$ cat config.mk
export PLATFORM = sky130hd
export DESIGN_NAME = pipe_perf_counters
export DESIGN_NICKNAME = d
export VERILOG_FILES = /design/src/rtl/pipe_perf_counters_pkg.sv /design/src/rtl/pipe_perf_counters_sat_counter.sv /design/src/rtl/pipe_perf_counters.sv
export SDC_FILE = /design/constraint.sdc
export NUM_CORES = 1
export LEC_CHECK = 0
export ABC_AREA = 1
export BUFFER_PORTS_ARGS = -buffer_cell sky130_fd_sc_hd__buf_2
export CAP_MARGIN = 20
export CORE_MARGIN = 2
export CORE_UTILIZATION = 60
export DETAILED_ROUTE_END_ITERATION = 8
export PLACE_DENSITY_LB_ADDON = 0.12
export SKIP_CTS_REPAIR_TIMING = 1
export SYNTH_ARGS = -nofsm -noshare
export SYNTH_HDL_FRONTEND = slang
export SYNTH_SLANG_ARGS = --single-unit
$ cat constraint.sdc
create_clock -name clk_i -period 2.1 [get_ports clk_i]
set_input_delay 0.42 -clock clk_i [delete_from_list [all_inputs] [get_ports clk_i]]
set_output_delay 0.42 -clock clk_i [all_outputs]
set_load 0.02 [all_outputs]
$ cat src/rtl/pipe_perf_counters_pkg.sv
// pipe_perf_counters_pkg: register map, STATUS layout and responder FSM states
package pipe_perf_counters_pkg;
  localparam int PERF_CYCLE  = 0;
  localparam int PERF_STALL  = 1;
  localparam int PERF_FLUSH  = 2;
  localparam int PERF_RETIRE = 3;
  localparam int PERF_STATUS = 4;
  localparam int ST_START    = 0;
  localparam int ST_OVF      = 1;
  typedef enum logic {S_IDLE, S_RESP} state_e;
endpackage

$ cat src/rtl/pipe_perf_counters_sat_counter.sv
// sat_counter: saturating event counter with clear priority and overflow-attempt pulse
module sat_counter #(
  parameter int W = 32
) (
  input  logic         clk_i,
  input  logic         rst_i,
  input  logic         en_i,
  input  logic         clr_i,
  output logic [W-1:0] q_o,
  output logic         ovf_pulse_o
);
  logic [W-1:0] q_q, q_d;
  logic         full;
  assign full        = &q_q;
  assign ovf_pulse_o = en_i & ~clr_i & full;
  assign q_d         = clr_i ? '0 : (en_i & ~full) ? q_q + 1'b1 : q_q;
  assign q_o         = q_q;
  always_ff @(posedge clk_i)
    q_q <= rst_i ? '0 : q_d;
endmodule

$ cat src/rtl/pipe_perf_counters.sv
// pipe_perf_counters: pipeline event counters served over a valid/ready read port
module pipe_perf_counters
  import pipe_perf_counters_pkg::*;
#(
  parameter int CNT_W  = 32,
  parameter int ADDR_W = 3
) (
  input  logic              clk_i,
  input  logic              rst_i,
  input  logic              start_i,
  input  logic              stall_i,
  input  logic              branch_i,
  input  logic              flush_i,
  input  logic              retire_i,
  input  logic              clear_i,
  input  logic              req_valid_i,
  output logic              req_ready_o,
  input  logic [ADDR_W-1:0] req_addr_i,
  output logic              rsp_valid_o,
  input  logic              rsp_ready_i,
  output logic [CNT_W-1:0]  rsp_data_o
);
  logic [3:0]             ev, ovf_pulse;
  logic [3:0]             ovf_q, ovf_d;
  logic [3:0][CNT_W-1:0]  cnt, snap_q;
  logic [CNT_W-1:0]       rd_data, status;
  logic                   accept, snap_hit;
  state_e                 state_q;
  assign ev = {retire_i, flush_i, stall_i & ~branch_i, 1'b1} & {4{start_i}};
  for (genvar i = 0; i < 4; i++) begin : g_cnt
    sat_counter #(.W(CNT_W)) u_cnt (
      .clk_i      (clk_i),
      .rst_i      (rst_i),
      .en_i       (ev[i]),
      .clr_i      (clear_i),
      .q_o        (cnt[i]),
      .ovf_pulse_o(ovf_pulse[i])
    );
  end
  assign ovf_d    = clear_i ? 4'b0 : ovf_q | ovf_pulse;
  assign accept   = req_valid_i & req_ready_o;
  assign snap_hit = req_addr_i == ADDR_W'(PERF_CYCLE);
  assign status   = CNT_W'({ovf_q, start_i});
  // An addr-0 read returns the live cycle count, which is exactly what lands in snap[0]
  always_comb begin
    rd_data = snap_hit                            ? cnt[PERF_CYCLE]
            : req_addr_i < ADDR_W'(PERF_STATUS)   ? snap_q[req_addr_i[1:0]]
            : req_addr_i == ADDR_W'(PERF_STATUS)  ? status
            : '0;
  end
  always_ff @(posedge clk_i) begin
    ovf_q  <= rst_i ? 4'b0 : ovf_d;
    snap_q <= rst_i ? '0 : (accept & snap_hit) ? cnt : snap_q;
  end
  always_ff @(posedge clk_i) begin
    if (rst_i) begin
      state_q     <= S_IDLE;
      req_ready_o <= 1'b1;
      rsp_valid_o <= 1'b0;
      rsp_data_o  <= '0;
    end else if (state_q == S_IDLE) begin
      if (req_valid_i) begin
        state_q     <= S_RESP;
        req_ready_o <= 1'b0;
        rsp_valid_o <= 1'b1;
        rsp_data_o  <= rd_data;
      end
    end else if (rsp_ready_i) begin
      state_q     <= S_IDLE;
      req_ready_o <= 1'b1;
      rsp_valid_o <= 1'b0;
    end
  end
endmodule

# After elaboration in Yosys (flattened, before gate mapping)

Index checks and enable logic that the tools add are counted.

Register bits: 295
Bits of input ports: 13
Word-level logic and storage cells: 68

Add/sub/neg operators: 4
$lt $le $gt $ge: 2
Equal/unequal tests: 2
Multiplexer cells: 14
Bitwise logic cells: 24
Reduce and logical (&&, ||, !) cells: 9

Operator list:

| kind                                                                 | number |
|---|---|
| 32-bit by 1-bit adder with 32-bit output, second input constant      | 4 |
| 32-bit AND reduction                                                 | 4 |
| 32-bit two-way mux                                                   | 3 |
| 32-bit binary-select mux with 2-bit select                           | 1 |
| 1-bit bitwise AND                                                    | 15 |
| 1-bit two-way mux                                                    | 9 |
| 1-bit inverter                                                       | 7 |
| 5-bit two-way mux                                                    | 1 |
| 4-bit bitwise AND                                                    | 1 |
| 4-bit bitwise OR                                                     | 1 |
| 2-bit AND reduction                                                  | 2 |
| 3-bit equality test, second input constant                           | 1 |
| 3-bit zero test                                                      | 1 |
| 2-bit by 3-bit < comparator with 1-bit output, second input constant | 1 |
| 3-bit < comparator, second input constant                            | 1 |
| 2-bit != test, second input constant                                 | 1 |
| 2-bit nonzero test                                                   | 1 |
| 2-bit OR reduction                                                   | 1 |

# Depth between registers and ports, before layout

Gate-level depths: netlist (run 1).

Depth after elaboration: 6
Gate-level depth with buffers: 11
Depth with buffers taken out: 10

# Cells and area by module

A second synthesis (run 1) with hierarchy kept.

Cell total of the unflattened synthesis: 2,363
Area, all modules: 14,951.8 um^2

Modules (own cells, without submodules):

| module             | instances | cells an instance | area each (um^2) |
|---|---|---|---|
| sat_counter        | 4         | 333               | 1,979.4 |
| pipe_perf_counters | 1         | 1,031             | 7,034.2 |

# Least setup slack after synthesis (run 1)

Ideal clock, no wire load.

Path kind: reg-to-reg
Start: register g_cnt[2].u_cnt.q_q[0]
End: register g_cnt[2].u_cnt.q_q[29]
Arrival: 1.584 ns
Data required time: 1.957 ns
Setup slack: 0.373 ns
Stages on the path, launching flop included: 12
Path buffers: 1
Period minus slack after synthesis: 1.727 ns
Cells stage by stage: dfxtp_1 ha_1 nand2_2 nor2_4 nand2_2 nor2_4 nand2_4 nand2_8 inv_4 buf_2 nand2_1 a21oi_1

Cells in the longest elaborated chain, start to end: 3
Elaborated cells on any way between the ends: 4
Those cells by class: 1 x add/sub; 2 x bitwise; 1 x reduce/logical

Ends and longest elaborated chain:

| what                                                                                             | RTL line                             | RTL |
|---|---|---|
| from (decl)                                                                                      | pipe_perf_counters_sat_counter.sv:12 | `logic [W-1:0] q_q, q_d;` |
| from (signal assigned)                                                                           | pipe_perf_counters_sat_counter.sv:19 | `q_q <= rst_i ? '0 : q_d;` |
| parallel branches: the longest is 3 deep, another holds 32-bit by 1-bit adder with 32-bit output | n/a                                  |  |

Parallel ways; which one is timed is not known.
A chain may end at the register's enable or synchronous reset.

# Worst setup path in the final report (run 1)

Start: register g_cnt[3].u_cnt.q_q[0]
End: register g_cnt[3].u_cnt.q_q[15]

Cells in the longest elaborated chain, start to end: 3
Elaborated cells on any way between the ends: 4
Those cells by class: 1 x add/sub; 2 x bitwise; 1 x reduce/logical

Ends and longest elaborated chain:

| what                                                                                             | RTL line |
|---|---|
| from (decl)                                                                                      | pipe_perf_counters_sat_counter.sv:12 |
| from (signal assigned)                                                                           | pipe_perf_counters_sat_counter.sv:19 |
| parallel branches: the longest is 3 deep, another holds 32-bit by 1-bit adder with 32-bit output | n/a |

Parallel ways; which one is timed is not known.

==> impl_metrics.json, run 1 <==
{
  "status": "complete, no violations",
  "synth-async-reset-ratio_pct": 0,
  "num_rows": 58,
  "cap_violations": 0,
  "first_pass_iters": 7,
  "ioPinCount": 47,
  "syn_area_per_cell_um2": 6.687,
  "diodes": 0,
  "hold_start": "rsp_ready_i",
  "r2r_start": "g_cnt[3].u_cnt.q_o[0]",
  "synth.yosys.warnings": 0,
  "layout_min_cycle_time_ns": 1.913,
  "gp_congestion": 0.9676,
  "end_kind": "flip-flop",
  "report.final.slew_viol_count": 0,
  "netlist_instances": 2307,
  "r2r_cells": 10,
  "worstSetupPathType": "flip-flop to flip-flop",
  "cts_buffers": 31,
  "start_util_pct": 61.26,
  "worstPathMaxFanout": 27,
  "wl_per_cell_um": 16.96,
  "grt_overflow": 0,
  "crit_arrival_ns": 2.41,
  "critPathLaunchType": "flip-flop",
  "synth_edf_count": 0,
  "route.detailed.drc": 0,
  "io_buffer_count": 46,
  "grt_setup_unrepaired": "false",
  "area_delta_synth_final_pct": 13.72,
  "crit_start": "g_cnt[3].u_cnt.q_o[0]",
  "cts_tree": "yes",
  "setup_viol": 0,
  "hold_path_class": "input pin to flip-flop",
  "cts.clk_slew.worst_paths_ns": 0.06,
  "grt_first_pass_wirelength_um": 74710,
  "yosysUniqueCellTypes": 36,
  "p_sw_mw": 3.060,
  "hold_path_depth": 3,
  "power_density_nw_per_um2": 703.3,
  "regArea_um2": 5806,
  "clock_skew_ns": 0.008995,
  "synthMuxAreaShare_pct": 0,
  "synthAdderAreaFrac_pct": 0.3244,
  "tightest_slew_ns": 0.5860,
  "drive_gt1_share_pct": 15.50,
  "combPwrFrac_pct": 7.7,
  "initialDrtViolationCount": 1787,
  "core-area_um2": 25180,
  "pwr-share-seq_pct": 46.3,
  "antenna_found_initial": 2,
  "die-area_um2": 27010,
  "synth_simple_gate_area_share_pct": 28.84,
  "vias": 15330,
  "multi_input_area_um2": 8112,
  "synthXorXnorAreaFrac_pct": 3.293,
  "p_sw_share_pct": 24.80,
  "setup_tns_ns": 0,
  "synth_compound_area_share_pct": 20.01,
  "clock-root-buffer": "clkbuf_16",
  "insertion_delay_ns": 0.57,
  "cts_buffer_depth": 3,
  "required_ns": 2.59,
  "yosysTopAreaCell": "dfxtp_1",
  "nets": 2406,
  "htreeDepth": 1,
  "synth.top_cell.area_share_pct": 37.63,
  "fin_crit_sh_pct": 91.08,
  "clock_sinks": 290,
  "ant_nets": 0,
  "die_w_um": 164.3,
  "grtUsageTotal_pct": 34.83,
  "grt_max_degree": 163,
  "dp_hpwl_um": 33840,
  "grt_pass1_vias": 14120,
  "fin_util_pct": 69.67,
  "yosysMostFrequentCell": "nand2_1",
  "dp.cells": 2686,
  "final_cells": 2743,
  "cellInternalPower_mw": 9.278,
  "ys_top_cells_by_count": "603 x nand2_1, 290 x dfxtp_1, 237 x inv_1, 237 x nor2_1, 236 x a21oi_1",
  "die_y_um": 164.3,
  "viasPerCell": 5.587,
  "synthesis.area_um2": 15430,
  "synthTopCellsByArea": "dfxtp_1 38%, nand2_1 15%, a21oi_1 7.7%",
  "ys_seq_area_share_pct": 37.63,
  "mappedNetlistNets": 2324,
  "p_leak_nw": 6.342,
  "peakVddDrop_uv": 639.8,
  "relSlewSlack_pct": 60.93,
  "clockPowerShare_pct": 46.0,
  "ys.flop_type": "dfxtp_1",
  "synth_top_family_by_area": "simple AND/OR/NAND/NOR gates",
  "routed_wl_um": 46530,
  "ys_ff_latch": 290,
  "n_fill_cell": 2201,
  "finalHoldViolCount": 0,
  "fmax_mhz": 522.8
}
## cell usage in the layout, fill, tap and decap left out, types with 8 or more instances in the layout
cell type,instances
clkbuf_16,31
nor2_4,16
buf_4,105
nand2_1,603
nor2_1,235
buf_12,11
clkinv_2,8
nand3_1,69
dfxtp_1,290
nand2_4,10
nor2_2,10
nand4_1,23
a21oi_2,60
inv_1,236
o21ai_0,214
o21ai_1,19
nor3_1,8
xor2_1,37
buf_2,46
nand2_2,57
a21oi_1,236
xnor2_1,21
a31oi_1,27
## routing by layer
| metal | vias to the layer above | global-route usage, % | wire length, um |
|---|---|---|---|
| met5 | - | 0 | 24 |
| met4 | 4 | 12.52 | 1813 |
| met3 | 115 | 7.020 | 4141 |
| met2 | 618 | 55.14 | 20570 |
| met1 | 7036 | 47.11 | 19980 |
| li1 | 7552 | - | - |
## flip-flops by register name (all words and copies together) (netlist names)
signal	flops
g_cnt.u_cnt.q_o	128
snap_q	123
rsp_data_o	32
ovf_q	4
req_ready_o	1
rsp_valid_o	1
state_q	1
## path summary, 6_finish.rpt
| path | slack (ns) | to |
|---|---|---|
| setup / recovery | 0.19 | g_cnt[3].u_cnt.q_o[15] |
| hold / removal | 0.09 | req_ready_o |
| setup reg to reg | 0.19 | g_cnt[3].u_cnt.q_o[15] |
| hold reg to reg | 0.44 | snap_q[126] |
## kinds of logic (layout without fill, tap and decap cells)
family,count (synthesis),in the layout
buffers and inverters,356,462
XOR/XNOR,58,58
AO/OA/AOI/OAI,562,562
flip-flops,290,290
adder cells (fa/ha/maj),4,4
AND/OR/NAND/NOR,1037,1037
## metrics by stage
stage	instance area [um^2]	setup slack, ns	hold WS (ns)	power, mW
after CTS	17540	0.1220	0.08621	12.35
after global placement	16490	0.2034	0.4286	6.734
after detailed placement	16490	0.1293	0.4326	6.751
final	17540	0.1873	0.09028	12.34
after floorplan	15430	0.3731	0.4199	6.438
after global routing	17540	0.03729	0.1285	12.67
## area by class of cell
class | instances | share of cell area (%)
Multi-Input combinational cell | 1661 | 46.24
Tap cell | 330 | 2.354
Clock inverter | 15 | 1.063
Timing Repair Buffer | 162 | 7.061
Sequential cell | 290 | 33.09
Clock buffer | 42 | 4.943
Inverter | 243 | 5.249
## power by group through the flow
stage	sequential, mW	clock (mW)	combinational (mW)
final	5.71	5.68	0.950
after detailed placement	5.83	0	0.923
after CTS	5.71	5.71	0.932
after global routing	5.72	5.92	1.03
after global placement	5.82	0	0.910
after floorplan	5.87	0	0.573
## critical path, stage by stage (launching register included)
cell and delay (ns):
dfxtp_1 0.31, ha_1 0.24, inv_1 0.12, nor2_4 0.07, nand2_4 0.11, nor2_8 0.06
nand2_4 0.13, nand2_4 0.08, inv_2 0.40, nand2_1 0.15, a21oi_2 0.15
(Power assumes the default switching activity.)
==> run 2, diff against run 1 <==
Settings changed: SLEW_MARGIN set to 15, SYNTH_HIERARCHICAL set to 1.
==> run 2 against run 1 <==
Setup slack worse by 0.076 ns. Clock power is 1% higher. Global-route usage is 0.79 points lower. Non-clock buffer count is 31 lower. Hold slack better by 0.044 ns. Register-to-register slack worse by 0.08 ns. Wire length is 3.8% lower. Cell count is 0.66% higher. Sequential power hardly changed. Sequential share of layout area is 1.5 points higher. First-iteration DRC count is 9.2% lower. Combinational power is 11% lower. Largest cell class unchanged.
==> impl_metrics.json, run 2 <==
{
  "route.detailed.drc": 0,
  "vias": 15700,
  "clock_skew_ns": 0.01395,
  "clock-root-buffer": "clkbuf_16",
  "dp.cells": 2706,
  "combPwrFrac_pct": 6.9,
  "synthesis.area_um2": 14950,
  "ys_top_cells_by_count": "581 x nand2_1, 514 x nor2_1, 290 x dfxtp_1, 279 x nand3_1, 169 x a21oi_1",
  "ioPinCount": 47,
  "setup_viol": 0,
  "p_leak_nw": 6.840,
  "num_rows": 57,
  "die_y_um": 161.9,
  "synthTopCellsByArea": "dfxtp_1 39%, nand2_1 15%, nor2_1 13%",
  "grt_first_pass_wirelength_um": 72800,
  "ant_nets": 0,
  "grt_pass1_vias": 14610,
  "cts_tree": "yes",
  "die-area_um2": 26200,
  "synth_edf_count": 0,
  "pwr-share-seq_pct": 46.3,
  "ys_seq_area_share_pct": 38.83,
  "mappedNetlistNets": 2380,
  "start_util_pct": 61.30,
  "yosysUniqueCellTypes": 29,
  "regArea_um2": 5806,
  "worstPathMaxFanout": 5,
  "status": "complete, no violations",
  "largest_reg_flops": 128,
  "layout_min_cycle_time_ns": 1.988,
  "final_cells": 2761,
  "finalHoldViolCount": 0,
  "core-area_um2": 24390,
  "htreeDepth": 1,
  "io_buffer_count": 46,
  "grtUsageTotal_pct": 34.03,
  "multi_input_area_um2": 7946,
  "final_common_cell": "nand2_1",
  "peakVddDrop_uv": 740.0,
  "grt_overflow": 0,
  "fmax_mhz": 503.0,
  "gp_congestion": 0.9877,
  "ys.flop_type": "dfxtp_1",
  "power.total_mw": 12.28,
  "clockPowerShare_pct": 46.8,
  "fin_crit_sh_pct": 94.68,
  "most-common-layout-cells": "581 x nand2_1, 509 x nor2_1, 290 x dfxtp_1",
  "viasPerCell": 5.686,
  "synth.top_cell.area_share_pct": 38.83,
  "yosysTopAreaCell": "dfxtp_1",
  "synth-async-reset-ratio_pct": 0,
  "drive_gt1_share_pct": 10.02,
  "cellInternalPower_mw": 9.415,
  "nets": 2431,
  "required_ns": 2.59,
  "insertion_delay_ns": 0.56,
  "p_sw_mw": 2.862,
  "ys_ff_latch": 290,
  "cts_buffer_depth": 3,
  "synth.yosys.warnings": 6,
  "fin_util_pct": 68.88,
  "dp_hpwl_um": 32030,
  "yosysMostFrequentCell": "nand2_1",
  "hold_path_class": "input pin to flip-flop",
  "end_kind": "flip-flop",
  "tightest_slew_ns": 0.6533,
  "clock_sinks": 290,
  "grt_setup_unrepaired": "false",
  "cts_buffers": 30,
  "worstSetupPathType": "flip-flop to flip-flop",
  "syn_area_per_cell_um2": 6.327,
  "initialDrtViolationCount": 1622,
  "p_sw_share_pct": 23.31,
  "antenna_found_initial": 2,
  "first_pass_iters": 7,
  "wl_per_cell_um": 16.22,
  "cts.clk_slew.worst_paths_ns": 0.06,
  "routed_wl_um": 44780,
  "critPathLaunchType": "flip-flop",
  "cap_violations": 0,
  "netlist_instances": 2363,
  "crit_arrival_ns": 2.48,
  "setup_tns_ns": 0,
  "n_fill_cell": 2221,
  "relSlewSlack_pct": 56.04,
  "die_w_um": 161.9,
  "power_density_nw_per_um2": 730.8,
  "report.final.slew_viol_count": 0,
  "grt_max_degree": 65,
  "area_delta_synth_final_pct": 12.36
}
==> run 2: changes by cell type after synthesis, moves of 23 or more <==
cell | before | now
a21oi_2 | 60 | 0
nand2_2 | 57 | 20
a31oi_1 | 27 | 4
a21oi_1 | 236 | 169
nor2_1 | 237 | 514
o21ai_0 | 214 | 68
nand3_1 | 69 | 279
inv_1 | 237 | 154
o21ai_1 | 19 | 64
xor2_1 | 37 | 0
clkbuf_1 | 79 | 46
==> run 2: worst max-delay path, cell delays in order, from the launching register on <==
cell and delay (ns):
dfxtp_1 0.40, ha_1 0.23, nand3_2 0.16, nor2_1 0.26, nand2_1 0.11, nor4_1 0.57
nor2_1 0.08, nor2_1 0.11
==> run 2: logic make-up (layout without fill, tap and decap cells) <==
| kind of cell | Yosys count | after routing | synth area share (%) |
|---|---|---|---|
| simple gates | 1483 | 1483 | 42.05 |
| compound gates | 305 | 305 | 10.24 |
| flops | 290 | 290 | 38.83 |
| buf+inv | 277 | 350 | 8.310 |
| fa+ha+maj | 4 | 4 | 0.3347 |
| xor+xnor | 4 | 4 | 0.2343 |
| other cells | 0 | 1 | 0 |
==> run 2: per-layer routing <==
layer | part of all wire [%] | up-vias | track usage, % | wire length (um)
li1 | - | 7670 | - | -
met1 | 41 | 7142 | 43.78 | 18300
met2 | 46 | 707 | 57.20 | 20750
met3 | 7.6 | 179 | 4.545 | 3382
met4 | 5.2 | 2 | 15.29 | 2334
met5 | 0.029 | - | 0 | 13
==> run 2: through the flow <==
| stage | cell area [um^2] | setup slack (ns) | hold WS (ns) |
|---|---|---|---|
| finish | 16800 | 0.1118 | 0.1344 |
| global route | 16800 | 0.02895 | 0.1488 |
| CTS | 16780 | 0.1139 | 0.1311 |
| detailed placement | 15710 | 0.09445 | 0.4562 |
| global placement | 15710 | 0.1645 | 0.4486 |
| floorplan | 14950 | 0.5309 | 0.4398 |
==> run 2: path summary, 6_finish.rpt <==
check | start | to | slack [ns] | cells after the start
hold reg to reg | snap_q[22] | snap_q[22] | 0.47 | 2
setup reg to reg | g_cnt[3].u_cnt/q_o[0] | ovf_q[3] | 0.11 | 7
hold / removal | rsp_ready_i | req_ready_o | 0.13 | 3
setup / recovery | g_cnt[3].u_cnt/q_o[0] | ovf_q[3] | 0.11 | 7
==> run 2: layout make-up <==
cell class	instances	area share, %
Clock inverter	6	0.9235
Inverter	165	3.687
Clock buffer	48	5.414
Multi-Input combinational cell	1796	47.30
Antenna cell	1	0.01490
Tap cell	324	2.413
Timing Repair Buffer	131	5.690
Sequential cell	290	34.56
==> run 2: power by group through the flow <==
stage | combinational, mW | sequential [mW] | clock, mW
detailed placement | 0.818 | 5.80 | 0
floorplan | 0.486 | 5.84 | 0
CTS | 0.824 | 5.68 | 5.78
global placement | 0.805 | 5.80 | 0
finish | 0.841 | 5.69 | 5.75
global route | 0.914 | 5.69 | 6.03
